==> src/rtl/fwd_hazard_ctrl.sv <==
// fwd_hazard_ctrl
// Forwarding and load-use hazard controller for the pipelined MIPS core.
// Operand sources are resolved in ID and registered into EX as Forward
// selects. A load in EX feeding a used ID source triggers a stall of
// LOAD_STALL cycles.
//
// Optional feature: define FWD_STATS_EN to add the saturating counters
// stall_cycles and fwd_events.
//
// Ports:
//   clk, reset          clock, synchronous active-high reset
//   pipe_hold           external freeze, has priority over stall
//   ID_src, ID_src_used ID source register numbers and per-operand read flags
//   EX_/MEM_/WB_*       producer controls and destinations per stage
//   Forward             registered EX selects (10 MEM, 01 WB, 00 regfile)
//   ID_bypass           combinational WB write-through flag per operand
//   PC_Write, IFID_Write, IDEX_Flush  combinational stall controls
//   stall_cycles, fwd_events          (FWD_STATS_EN only) statistics
//
// state | meaning
// IDLE  | normal issue; a load-use hazard stalls this cycle
// STALL | remaining stall cycles of a multi-cycle load-use stall, cnt counts down

module fwd_hazard_ctrl #(
  parameter int REG_AW     = 5,
  parameter int NSRC       = 2,
  parameter int LOAD_STALL = 1
) (
  input  logic                     clk,
  input  logic                     reset,
  input  logic                     pipe_hold,
  input  logic [NSRC*REG_AW-1:0]   ID_src,
  input  logic [NSRC-1:0]          ID_src_used,
  input  logic                     EX_RegWrite,
  input  logic                     EX_MemRead,
  input  logic [REG_AW-1:0]        EX_WriteRegister,
  input  logic                     MEM_RegWrite,
  input  logic [REG_AW-1:0]        MEM_WriteRegister,
  input  logic                     WB_RegWrite,
  input  logic [REG_AW-1:0]        WB_WriteRegister,
  output logic [2*NSRC-1:0]        Forward,
  output logic [NSRC-1:0]          ID_bypass,
  output logic                     PC_Write,
  output logic                     IFID_Write,
  output logic                     IDEX_Flush
`ifdef FWD_STATS_EN
  ,
  output logic [15:0]              stall_cycles,
  output logic [15:0]              fwd_events
`endif
);

  typedef enum logic {IDLE, STALL} stateT;

  localparam logic [3:0] STALL_INIT = 4'(LOAD_STALL - 1);

  stateT             state;
  logic [3:0]        cnt;
  logic [2*NSRC-1:0] nextSel;
  logic              haz;
  logic              stall;
  logic              exValid, memValid, wbValid;
  logic [REG_AW-1:0] src;

  assign exValid  = EX_RegWrite  && (EX_WriteRegister  != '0);
  assign memValid = MEM_RegWrite && (MEM_WriteRegister != '0);
  assign wbValid  = WB_RegWrite  && (WB_WriteRegister  != '0);

  always_comb begin
    nextSel   = '0;
    ID_bypass = '0;
    haz       = 1'b0;
    src       = '0;
    for (int i = 0; i < NSRC; i++) begin
      src = ID_src[i*REG_AW +: REG_AW];
      if (ID_src_used[i]) begin
        // A matching load in EX cannot be forwarded; it becomes the hazard
        // and the MEM producer (if any) is still considered as the select.
        if (exValid && EX_MemRead && (EX_WriteRegister == src))
          haz = 1'b1;
        if (exValid && !EX_MemRead && (EX_WriteRegister == src))
          nextSel[2*i +: 2] = 2'b10;
        else if (memValid && (MEM_WriteRegister == src))
          nextSel[2*i +: 2] = 2'b01;
        if (wbValid && (WB_WriteRegister == src))
          ID_bypass[i] = 1'b1;
      end
    end
  end

  // Hazards are only evaluated in IDLE; during STALL the window runs out.
  assign stall      = (state == STALL) || haz;
  assign PC_Write   = !pipe_hold && !stall;
  assign IFID_Write = !pipe_hold && !stall;
  assign IDEX_Flush = !pipe_hold && stall;

  always_ff @(posedge clk) begin
    if (reset) begin
      Forward <= '0;
      state   <= IDLE;
      cnt     <= '0;
    end else if (!pipe_hold) begin
      Forward <= stall ? '0 : nextSel;
      case (state)
        IDLE: begin
          if (haz && (LOAD_STALL > 1)) begin
            state <= STALL;
            cnt   <= STALL_INIT;
          end
        end
        STALL: begin
          cnt <= cnt - 4'd1;
          if (cnt == 4'd1)
            state <= IDLE;
        end
        default: begin
          state <= IDLE;
          cnt   <= '0;
        end
      endcase
    end
  end

`ifdef FWD_STATS_EN
  always_ff @(posedge clk) begin
    if (reset) begin
      stall_cycles <= '0;
      fwd_events   <= '0;
    end else if (!pipe_hold) begin
      if (stall && (stall_cycles != 16'hFFFF))
        stall_cycles <= stall_cycles + 16'd1;
      if (!stall && (nextSel != '0) && (fwd_events != 16'hFFFF))
        fwd_events <= fwd_events + 16'd1;
    end
  end
`endif

endmodule

==> config.mk <==
export PLATFORM = sky130hd
export DESIGN_NAME = fwd_hazard_ctrl
export DESIGN_NICKNAME = d
export VERILOG_FILES = /design/src/rtl/fwd_hazard_ctrl.sv
export SDC_FILE = /design/constraint.sdc
export NUM_CORES = 1
export LEC_CHECK = 0
export BUFFER_PORTS_ARGS = -buffer_cell sky130_fd_sc_hd__buf_2
export CAP_MARGIN = 20
export CELL_PAD_IN_SITES_DETAIL_PLACEMENT = 0
export CELL_PAD_IN_SITES_GLOBAL_PLACEMENT = 1
export CORE_ASPECT_RATIO = 1.4
export CORE_MARGIN = 4
export CORE_UTILIZATION = 32
export CTS_BUF_LIST = sky130_fd_sc_hd__clkbuf_8
export CTS_CLUSTER_DIAMETER = 30
export DETAILED_ROUTE_END_ITERATION = 16
export PLACE_DENSITY = 0.9
export SETUP_SLACK_MARGIN = 0.02
export SLEW_MARGIN = 20
export SYNTH_ARGS = -nofsm -noshare
export SYNTH_HDL_FRONTEND = slang
export SYNTH_SLANG_ARGS = --single-unit
==> constraint.sdc <==
create_clock -name clk -period 1.5 [get_ports clk]
set_input_delay 0.075 -clock clk [delete_from_list [all_inputs] [get_ports clk]]
set_output_delay 0.075 -clock clk [all_outputs]
set_load 0.02 [all_outputs]
## Word-level counts from Yosys, hierarchy flattened

Index checks and enable logic that the tools add are counted.

- Output and inout port bits: 9
- Input port bits: 34
- Flip-flop bits (word level): 9
- Word-level logic and storage cells: 52

- $add $sub $neg: 1
- Mux-type cells: 17
- Equal/unequal tests: 7
- Reductions and logical operators: 23
- Bitwise operators: 1

Operators by type and width:

| cell | count |
|---|---|
| $eq 5x5->1 | 6 |
| $logic_and 1x1->1 | 15 |
| $reduce_bool 5->1 | 3 |
| $mux 1 | 12 |
| $mux 2 | 4 |
| $eq 4x1->1 const B | 1 |
| $mux 4 | 1 |
| $sub 4x1->4 const B | 1 |
| $logic_not 1->1 | 3 |
| $reduce_and 2->1 | 1 |
| $logic_or 1x1->1 | 1 |
| $not 1->1 | 1 |

## Longest topological paths before layout

Gate-level depths: netlist of run 1.

- Word-level depth: 11
- Mapped depth: 6
- Mapped depth without buffers: 5

## Worst setup path before layout of run 1

OpenSTA, ideal clock, no wires.

- Path kind: input -> output
- From: in EX_WriteRegister[1]
- To: out PC_Write
- Slack: -0.242 ns
- Required time: 1.425 ns
- Buffers on the path: 1
- Arrival: 1.667 ns
- Stages: 4
- Path through: or4_4 o221a_2 nor3_1 buf_4

- Word-level cells in the longest chain between the ends: 11
- Elaborated cells between the ends (all ways): 14
- Those cells by class: 2 x eq/ne; 4 x mux; 8 x reduce/logical

RTL lines:

| what | line | source |
|---|---|---|
| from (decl) | 36 | `input logic [REG_AW-1:0] EX_WriteRegister,` |
| $reduce_bool 5->1 | 65 | `assign exValid = EX_RegWrite && (EX_WriteRegister != '0);` |
| $logic_and 1x1->1 | 65 |  |
| $logic_and 1x1->1 (2 in series) | 79 | `if (exValid && EX_MemRead && (EX_WriteRegister == src))` |
| $mux 1 | 79 |  |
| $mux 1 | 76 | `if (ID_src_used[i]) begin` |
| $mux 1 | 79 |  |
| $mux 1 * | 76 |  |
| $logic_or 1x1->1 * | 92 | `assign stall = (state == STALL) \|\| haz;` |
| $logic_not 1->1 * | - |  |
| $logic_and 1x1->1 * | - |  |
| to (decl) | 43 | `output logic PC_Write,` |

Mark *: on every way between the ends. The rest lies on a longest branch, timed or not.

## Worst setup path in the final report of run 1

- From: in EX_WriteRegister[1]
- To: out IDEX_Flush

- Word-level cells in the longest chain between the ends: 10
- Elaborated cells between the ends (all ways): 13
- Those cells by class: 2 x eq/ne; 4 x mux; 7 x reduce/logical

RTL lines:

| what | line | source |
|---|---|---|
| $reduce_bool 5->1 | 65 |  |
| $logic_and 1x1->1 | 65 |  |
| $logic_and 1x1->1 (2 in series) | 79 |  |
| $mux 1 | 79 |  |
| $mux 1 | 76 |  |
| $mux 1 | 79 |  |
| $mux 1 * | 76 |  |
| $logic_or 1x1->1 * | 92 |  |
| $logic_and 1x1->1 * | 95 | `assign IDEX_Flush = !pipe_hold && stall;` |
| to (decl) | 45 | `output logic IDEX_Flush` |

Marked as above.

==> results of run 1 <==
## cells in the final DEF (no fill, tap or decap), drive strengths merged
cell,synthesis,layout
and2,1,1
nand3b,2,2
nor2b,1,1
xor2,10,10
a21oi,2,2
ha,2,2
o21ai,4,4
o21ba,1,1
nor4,2,2
or4,3,3
nor3b,1,1
dfxtp,9,9
nand2,10,10
nand3,6,6
xnor2,23,23
nor3,6,6
o221a,1,1
a211o,2,2
nand4,2,2
buf,1,44
a211oi,1,1
nor4b,1,1
clkbuf,2,3
inv,3,4
o211ai,1,1
nor2,10,10
## repair_timing
action	in CTS	in global routing
endpoints found under the setup margin	1	1
resized for setup	1	2
buffers inserted	0	0
pin swaps	0	0
## routing by layer
| layer | wire length (um) | vias up | global-route usage (%) |
|---|---|---|---|
| met5 | 0 | - | 0 |
| met4 | 64 | 0 | 7.541 |
| met3 | 187 | 7 | 2.366 |
| met2 | 1077 | 46 | 25.16 |
| met1 | 897 | 366 | 14.40 |
| li1 | - | 456 | - |
## cell type report
cell class | instances | share of cell area [%]
Timing Repair Buffer | 44 | 19.25
Multi-Input combinational cell | 92 | 56.90
Sequential cell | 9 | 15.40
Tap cell | 34 | 3.636
Inverter | 3 | 0.9626
Clock buffer | 3 | 3.529
Clock inverter | 1 | 0.3209
## sequential cells by signal, summed over array words and instances (netlist names)
name / count
state: 1
Forward: 4
cnt: 4
## logic make-up after synthesis
kind of cell / synth area share [%]
DFF: 21.40
buffers and inverters: 3.121
AOI/OAI and AO/OA: 10.85
xor gates and xnor gates: 34.32
adders and majority gates: 2.971
and+or+nand+nor: 27.34
## stage by stage
stage | hold slack (ns) | power (uW)
4_1_cts | 0.1300 | 728.8
3_3_place_gp | 0.3663 | 446.5
6_report | 0.1337 | 722.0
5_1_grt | 0.1551 | 760.7
2_1_floorplan | 0.2769 | 355.8
3_5_place_dp | 0.3710 | 452.4
## how the worst max path moves through the flow
stage / start / to / slack, ns / cells past startpoint
2_1_floorplan: EX_WriteRegister[1] / PC_Write / 0.08 / 4
3_3_place_gp: EX_WriteRegister[1] / IDEX_Flush / 0.04 / 5
3_5_place_dp: EX_WriteRegister[1] / IDEX_Flush / 0.02 / 5
4_1_cts: EX_WriteRegister[1] / IDEX_Flush / 0.06 / 5
5_1_grt: EX_WriteRegister[1] / IDEX_Flush / 0.02 / 8
6_report: EX_WriteRegister[1] / IDEX_Flush / 0.06 / 5
## power groups by stage
stage	clock network (uW)	registers, uW	logic [uW]
finish	271	241	211
global route	289	240	231
CTS	279	240	209
detailed placement	0	245	208
global placement	0	245	202
floorplan	0	245	111
==> reports/results.ini, run 1 <==
[outcome]
status = finished clean

[placement]
hpwl_um = 1990
io_buffers = 42
place_ws_ns = 0.02059
dp_cells = 182
place.gp.congestion = 0.9551
placed_cell_area_um2 = 1106

[worst_hold_path]
min-delay-start = reset
min_path_cells = 2
min_path_type = input port to flip-flop
whs_endpoint = Forward[1]$_SDFFE_PP0N_

[worst_setup_path]
crit_fanout = 4
arrival_ns = 1.36
critPathMaxStageDelay_ns = 0.55
critPathLaunchType = input port
cp_slowest_cell = or4_4
reg2reg_to = cnt[2]$_SDFFE_PP0P_
cpMostUsedCell = buf_2
critPathTopFamily = simple AND/OR/NAND/NOR gates
worstPathCellList = buf_2 > or4_4 > o221a_4 > o21ba_2 > buf_2
crit_buf_inv = 2
worstPathRequired_ns = 1.42
r2r_cells = 5
worstSetupEndpointType = output port
r2r_slack_ns = 0.26
crit_type = input port to output port
r2r-start = state$_SDFFE_PP0N_

[cells_and_area]
num_antenna_cells = 0
final_core_util_pct = 47.88
fillCellCount = 253
drive_gt1_share_pct = 36.18
seq_area_um2 = 180.2
final_area_um2 = 1170
final_cells = 186
multi_input_area_um2 = 665.6
nNetsFinal = 189
area_growth_pct = 38.93

[yosys]
syn_nets = 143
netlist_top_cells_count = xnor2_1 (23), nand2_1 (10), nor2_1 (10), xor2_1 (10), dfxtp_1 (9)
synth_edf_count = 0
netlist_instances = 107
synth_area_leaders = xnor2_1 (24%), dfxtp_1 (21%), xor2_1 (10%), nand2_1 (4.5%), nor2_1 (4.5%)
ys.flop_type = dfxtp_1
synth_top_area_share_pct = 23.92
yosysMostFrequentCell = xnor2_1
synth-seq-cells = 9
ys_async_sr_fraction_pct = 0
yosys_warnings = 0
ys_seq_area_share_pct = 21.40
synth.largest_area_cell = xnor2_1
syn_area_per_cell_um2 = 7.870
syn-cell-area_um2 = 842.1
yosysUniqueCellTypes = 29

[sta]
finalSetupTns_ns = 0
period_minus_slack_ns = 1.436
clock_skew_ns = 0.003659
rsz0062_at_grt = false
fin_crit_sh_pct = 95.73
slew_headroom_pct = 76.88
drv_slew = 0
worst_slack_ns = 0.06411
setup_violations = 0
fmax_ghz = 0.6964
hold_viol_final = 0
tightest_slew_ns = 0.3455

[floorplan]
io_pins = 43
num_rows = 21
core_um2 = 2444
start_util_pct = 34.46
die_area_um2 = 3528
die_h_um = 68.70
die_x_um = 51.36

[global_route]
grt_max_degree = 11
antenna_found_initial = 0
overflow = 0
grt.total_usage_pct = 13.55
grt_pass1_wl_um = 3588
grt_pass1_vias = 900

[clock_network]
clock-sinks = 9
htreeDepth = 1
cts_made_buffers = 3
clk_latency_ns = 0.23
holdBufCountCts = 0
root_buffer = clkbuf_8
clk_pin_slew_ns = 0.04
cts_buffer_depth = 2
cts_tree = built

[routing]
wire_per_inst_um = 11.97
wirelength_um = 2227
vias = 875
viasPerCell = 4.704
firstDrtPassIters = 4
drt_iter0_drc = 4
drc_errors = 0
detail-route-antenna-nets = 0

[power]
leakage_uw = 0.0004761
swShare_pct = 27.77
p_per_area_nw_per_um2 = 617.1
internal-power_uw = 521.5
seqPwrFrac_pct = 33.3
p_switching_uw = 200.5
pwr-share-comb_pct = 29.2
ir_drop_mv = 0.3269
clkPwrFrac_pct = 37.5

[run]
maxCapViolations = 0

Note: power is estimated with default switching activity, not from simulation.
==> run 2, diff against run 1 <==
ABC_AREA = 1   (was default)
PLACE_DENSITY = 0.92   (was 0.9)
==> run 2 against run 1 <==
Effect of this change: utilization fell by 3.7 points; sequential power barely moved; total power rose by 1.5%; final cell count rose by 39%; die area rose by 17%; clock skew fell by 0.0025 ns; count of clock-buffer cells in the layout did not move; non-clock buffer count fell by 2; register-to-register slack improved by 0.15 ns; synthesized cell count rose by 67%.
==> reports/results.ini, run 2 <==
[worst_setup_path]
cp_slowest_cell = nand4_1
worstPathCellList = buf_2 > nor2_1 > nand4_1 > nand2_1 > nor2_1 > nand2_2 > nand2_1 > nor2_1 > buf_2
arrival_ns = 1.10
worstPathRequired_ns = 1.42
crit_fanout = 6
worstSetupEndpointType = output port
cpMostUsedCell = nor2_1
critPathMaxStageDelay_ns = 0.17
crit_type = input port to output port
critPathLaunchType = input port

[power]
swShare_pct = 30.80
p_per_area_nw_per_um2 = 565.6
p_switching_uw = 225.8
internal-power_uw = 507.3
pwr-share-comb_pct = 30.5
ir_drop_mv = 0.5369
power_uw = 733.2
clkPwrFrac_pct = 36.7
leakage_uw = 0.0006857
seqPwrFrac_pct = 32.8

[routing]
drc_errors = 0
firstDrtPassIters = 4
wirelength_um = 2750
detail-route-antenna-nets = 0
vias = 1216
drt_iter0_drc = 28
viasPerCell = 4.695
wire_per_inst_um = 10.62

[global_route]
use_met3_pct = 2.257
overflow = 0
grtUsageMet2_pct = 26.97
grt_pass1_wl_um = 4540
grt_pass1_vias = 1145
antenna_found_initial = 0
grt_max_degree = 10
met1_usage_pct = 14.66
grt.total_usage_pct = 13.59
busiest_layer = met2

[sta]
finalSetupTns_ns = 0
setup_violations = 0
slew_headroom_pct = 73.68
fin_crit_sh_pct = 78.19
clock_skew_ns = 0.001133
drv_slew = 0
tightest_slew_ns = 0.3897
hold_viol_final = 0
fmax_ghz = 0.8526
whs_ns = 0.1303
rsz0062_at_grt = false
period_minus_slack_ns = 1.173

[yosys]
ys_seq_area_share_pct = 17.82
synth_top_area_share_pct = 24.13
netlist_instances = 179
syn_nets = 215
netlist_top_cells_count = nand2_1 (65), inv_1 (24), nor2_1 (15)
yosysUniqueCellTypes = 27
synth.largest_area_cell = nand2_1
yosysMostFrequentCell = nand2_1
syn-cell-area_um2 = 1011
ys.flop_type = dfxtp_1
yosys_warnings = 0
synth_edf_count = 0
syn_area_per_cell_um2 = 5.648
synth_area_leaders = nand2_1 (24%), dfxtp_1 (18%), inv_1 (8.9%), xnor2_1 (6.9%), nor2_1 (5.6%)
synth-seq-cells = 9
ys_async_sr_fraction_pct = 0

[clock_network]
clk_pin_slew_ns = 0.04
holdBufCountCts = 0
cts_resized = 0
clk_latency_ns = 0.23
cts_buffer_depth = 2
clock-sinks = 9
cts_made_buffers = 3
post_cts_buffers = 0
htreeDepth = 1
root_buffer = clkbuf_8
cts_tree = built

[placement]
hpwl_um = 2391
dp_cells = 255
place.gp.congestion = 0.8200
io_buffers = 42

[floorplan]
die_area_um2 = 4135
io_pins = 43
core_um2 = 2935
num_rows = 23
start_util_pct = 34.44
die_h_um = 74.51
die_x_um = 55.51

[run]
maxCapViolations = 0

[cells_and_area]
final_cells = 259
final_cell_mix = nand2_1 (65), buf_2 (42), inv_1 (25)
final_common_cell = nand2_1
drive_gt1_share_pct = 27.48
num_antenna_cells = 0
final_core_util_pct = 44.16
nNetsFinal = 259
reg.largest.list = Forward: 4 flops, cnt: 4 flops, state: 1 flops
area_growth_pct = 28.22

[outcome]
status = finished clean

[worst_hold_path]
min_path_type = input port to flip-flop

==> run 2: changes by cell type in the layout (fill, tap and decap cells not counted), moves of 6 or more <==
cell,delta
xor2_1,-10
nor2_1,+6
nand2_1,+55
inv_1,+21
xnor2_1,-14
a21oi_1,+7
inv_2,+6
==> run 2: path summary, 6_finish.rpt <==
| check | startpoint | end | slack [ns] | cells after the start |
|---|---|---|---|---|
| setup / recovery | EX_WriteRegister[2] | PC_Write | 0.33 | 9 |
| setup reg to reg | state$_SDFFE_PP0N_ | cnt[3]$_SDFFE_PP0P_ | 0.41 | 6 |
| hold / removal | reset | cnt[0]$_SDFFE_PP0P_ | 0.13 | 2 |
| hold reg to reg | Forward[2]$_SDFFE_PP0N_ | Forward[2]$_SDFFE_PP0N_ | 0.46 | 2 |
==> run 2: area by class of cell <==
cell class	count	area [um2]
repair buffers	42	210.2
clock buffers	3	41.29
inverters	30	112.6
flip-flops and latches	9	180.2
well taps	37	46.29
clock inverters	1	3.754
multi-input cells	137	701.9
fillers	359	1639
==> run 2: through the flow <==
| stage | instance area (um2) | setup WS, ns |
|---|---|---|
| final | 1296 | 0.3271 |
| after global placement | 1251 | 0.3021 |
| after CTS | 1296 | 0.3003 |
| after global routing | 1296 | 0.1684 |
| after floorplan | 1011 | 0.3074 |
| after detailed placement | 1251 | 0.3021 |
==> run 2: cells by family after synthesis <==
family	count (synthesis)	share of synthesized area, %
XOR/XNOR	8	6.931
AO/OA/AOI/OAI	20	12.13
AND/OR/NAND/NOR	107	47.90
buffers and inverters	33	12.75
adder cells (fa/ha/maj)	2	2.475
flip-flops	9	17.82
==> run 2: worst max-delay path: cells and delay by family <==
family | cells | cell delay, ns
AND/OR/NAND/NOR | 7 | 0.72
buffers and inverters | 2 | 0.30
==> run 2: power by group through the flow <==
| stage | Sequential [uW] | Combinational, uW | Clock, uW |
|---|---|---|---|
| 6_report | 240 | 224 | 269 |
| 5_1_grt | 240 | 252 | 283 |
| 4_1_cts | 240 | 226 | 274 |
| 3_5_place_dp | 245 | 225 | 0 |
| 3_3_place_gp | 245 | 227 | 0 |
| 2_1_floorplan | 245 | 130 | 0 |
==> run 2: routing by layer <==
layer  up-vias  part of all wire [%]  wire (um)
met3         4                   4.4        122
met5         -                     0          0
met4         0                   1.0         28
met2        30                    53       1447
li1        657                     -          -
met1       525                    42       1152
==> run 3, diff against run 2 <==
clock period = 1.15 ns   (was 1.5 ns; I/O delays follow)
==> run 3 against run 2 <==
Effect of this change: utilization increased by 6.2 points; critical path depth grew 1; count of clock-buffer cells in the layout is the same; non-clock buffer count rose by 15; combinational power up 63%; register-to-register slack got worse by 0.30 ns; sequential share of layout area decreased by 1.7 points; first-iteration DRC count up 36%; total power rose by 42%; largest power group is now combinational cells.
==> reports/results.ini, run 3 (synthesis gave the netlist of run 2 again) <==
[cells_and_area]
final_common_cell = nand2_1
final_area_um2 = 1479
nNetsFinal = 274
area_growth_pct = 46.29
num_antenna_cells = 0
final_cell_mix = nand2_1 (64), buf_2 (32), inv_1 (21)
drive_gt1_share_pct = 35.86
reg.largest.list = Forward: 4 flops, cnt: 4 flops, state: 1 flops

[worst_setup_path]
critPathMaxStageDelay_ns = 0.17
worstPathCellList = buf_4 > inv_1 > nand2_1 > nand2_1 > nor2_2 > nand4_1 > nand2_1 > nand2_2 > a21oi_2 > buf_6
cpMostUsedCell = nand2_1
cp_slowest_cell = a21oi_2
worstSetupEndpointType = output port
worstPathRequired_ns = 1.09
critPathLaunchType = input port
r2r_cells = 3
arrival_ns = 1.05
crit_fanout = 6
crit_type = input port to output port

[sta]
drv_slew = 0
period_minus_slack_ns = 1.104
hold_viol_final = 0
slew_headroom_pct = 72.22
fin_crit_sh_pct = 96.01
rsz0062_at_grt = true
worst_slack_ns = 0.04583
setup_violations = 0
finalSetupTns_ns = 0
clock_skew_ns = 0.002979
tightest_slew_ns = 0.4114
fmax_ghz = 0.9057

[floorplan]
die_x_um = 55.51
core_um2 = 2935
die_h_um = 74.51
die_area_um2 = 4135
start_util_pct = 34.44
io_pins = 43
num_rows = 23

[clock_network]
clock-sinks = 9
clk_pin_slew_ns = 0.05
clk_latency_ns = 0.23
root_buffer = clkbuf_8
cts_made_buffers = 3
holdBufCountCts = 0
htreeDepth = 1
cts_buffer_depth = 2
cts_tree = built

[power]
ir_drop_mv = 0.6682
leakage_uw = 0.0007739
p_per_area_nw_per_um2 = 701.8

[global_route]
grt_pass1_vias = 1259
grt_pass1_wl_um = 5168
grt.total_usage_pct = 15.74
overflow = 0
grt_max_degree = 10
antenna_found_initial = 0

[routing]
wire_per_inst_um = 11.55
firstDrtPassIters = 4
drc_errors = 0
vias = 1306
wl_met1_um = 1238
viasPerCell = 4.766
wirelength_um = 3165
drt_iter0_drc = 38
wl_met2_um = 1668
top_layer_used = met4
detail-route-antenna-nets = 0
route.met3.wl_um = 172

[placement]
io_buffers = 42
placed_cell_area_um2 = 1321
place_ws_ns = 0.02195
hpwl_um = 2612
place.gp.congestion = 0.8982

[run]
maxCapViolations = 0

[worst_hold_path]
min_path_cells = 2
min_path_type = input port to flip-flop

[outcome]
status = finished clean

-- run 3: worst paths after layout --
kind / from / endpoint / slack, ns
setup / recovery: ID_src[5] / IDEX_Flush / 0.05
setup reg to reg: cnt[0]$_SDFFE_PP0P_ / cnt[1]$_SDFFE_PP0P_ / 0.11
hold reg to reg: Forward[0]$_SDFFE_PP0N_ / Forward[0]$_SDFFE_PP0N_ / 0.46
hold / removal: reset / Forward[2]$_SDFFE_PP0N_ / 0.12
-- run 3: through the flow --
step                power (uW)  hold WS (ns)  instances  util, %
floorplan                490.2        0.2683        179        -
global placement         639.7        0.3513        264    45.01
detailed placement       640.4        0.3491        264    45.01
CTS                       1000        0.1026        268    46.55
global route              1098        0.1314        274    50.38
finish                    1038        0.1158        274    50.38
-- run 3: cell type report --
class | count | area [um2]
fill | 330 | 1456
multi-input combinational | 137 | 728.2
timing repair buffer | 57 | 366.6
sequential | 9 | 180.2
inverter | 30 | 112.6
tap | 37 | 46.29
clock buffer | 3 | 41.29
clock inverter | 1 | 3.754
-- run 3: where the power goes --
part           switching, uW  internal, uW  total (uW)
combinational            195           170         365
sequential             0.171           313         314
clock                    127           233         359
total                    322           716        1040
-- run 3: per-layer routing --
layer / GRT usage, % / up-vias
li1: - / 687
met1: 14.88 / 568
met2: 31.97 / 41
met3: 3.646 / 10
met4: 7.027 / 0
met5: 0 / -
-- run 3: what timing repair did --
item / CTS / global route
gates resized for setup: 0 / 26
buffers inserted: 0 / 6
endpoints found under the setup margin: 0 / 7
-- run 3: critical path: cells and delay by family --
family,cells,cell delay (ns)
AOI/OAI and AO/OA,1,0.17
buffers and inverters,3,0.29
and+or+nand+nor,6,0.51
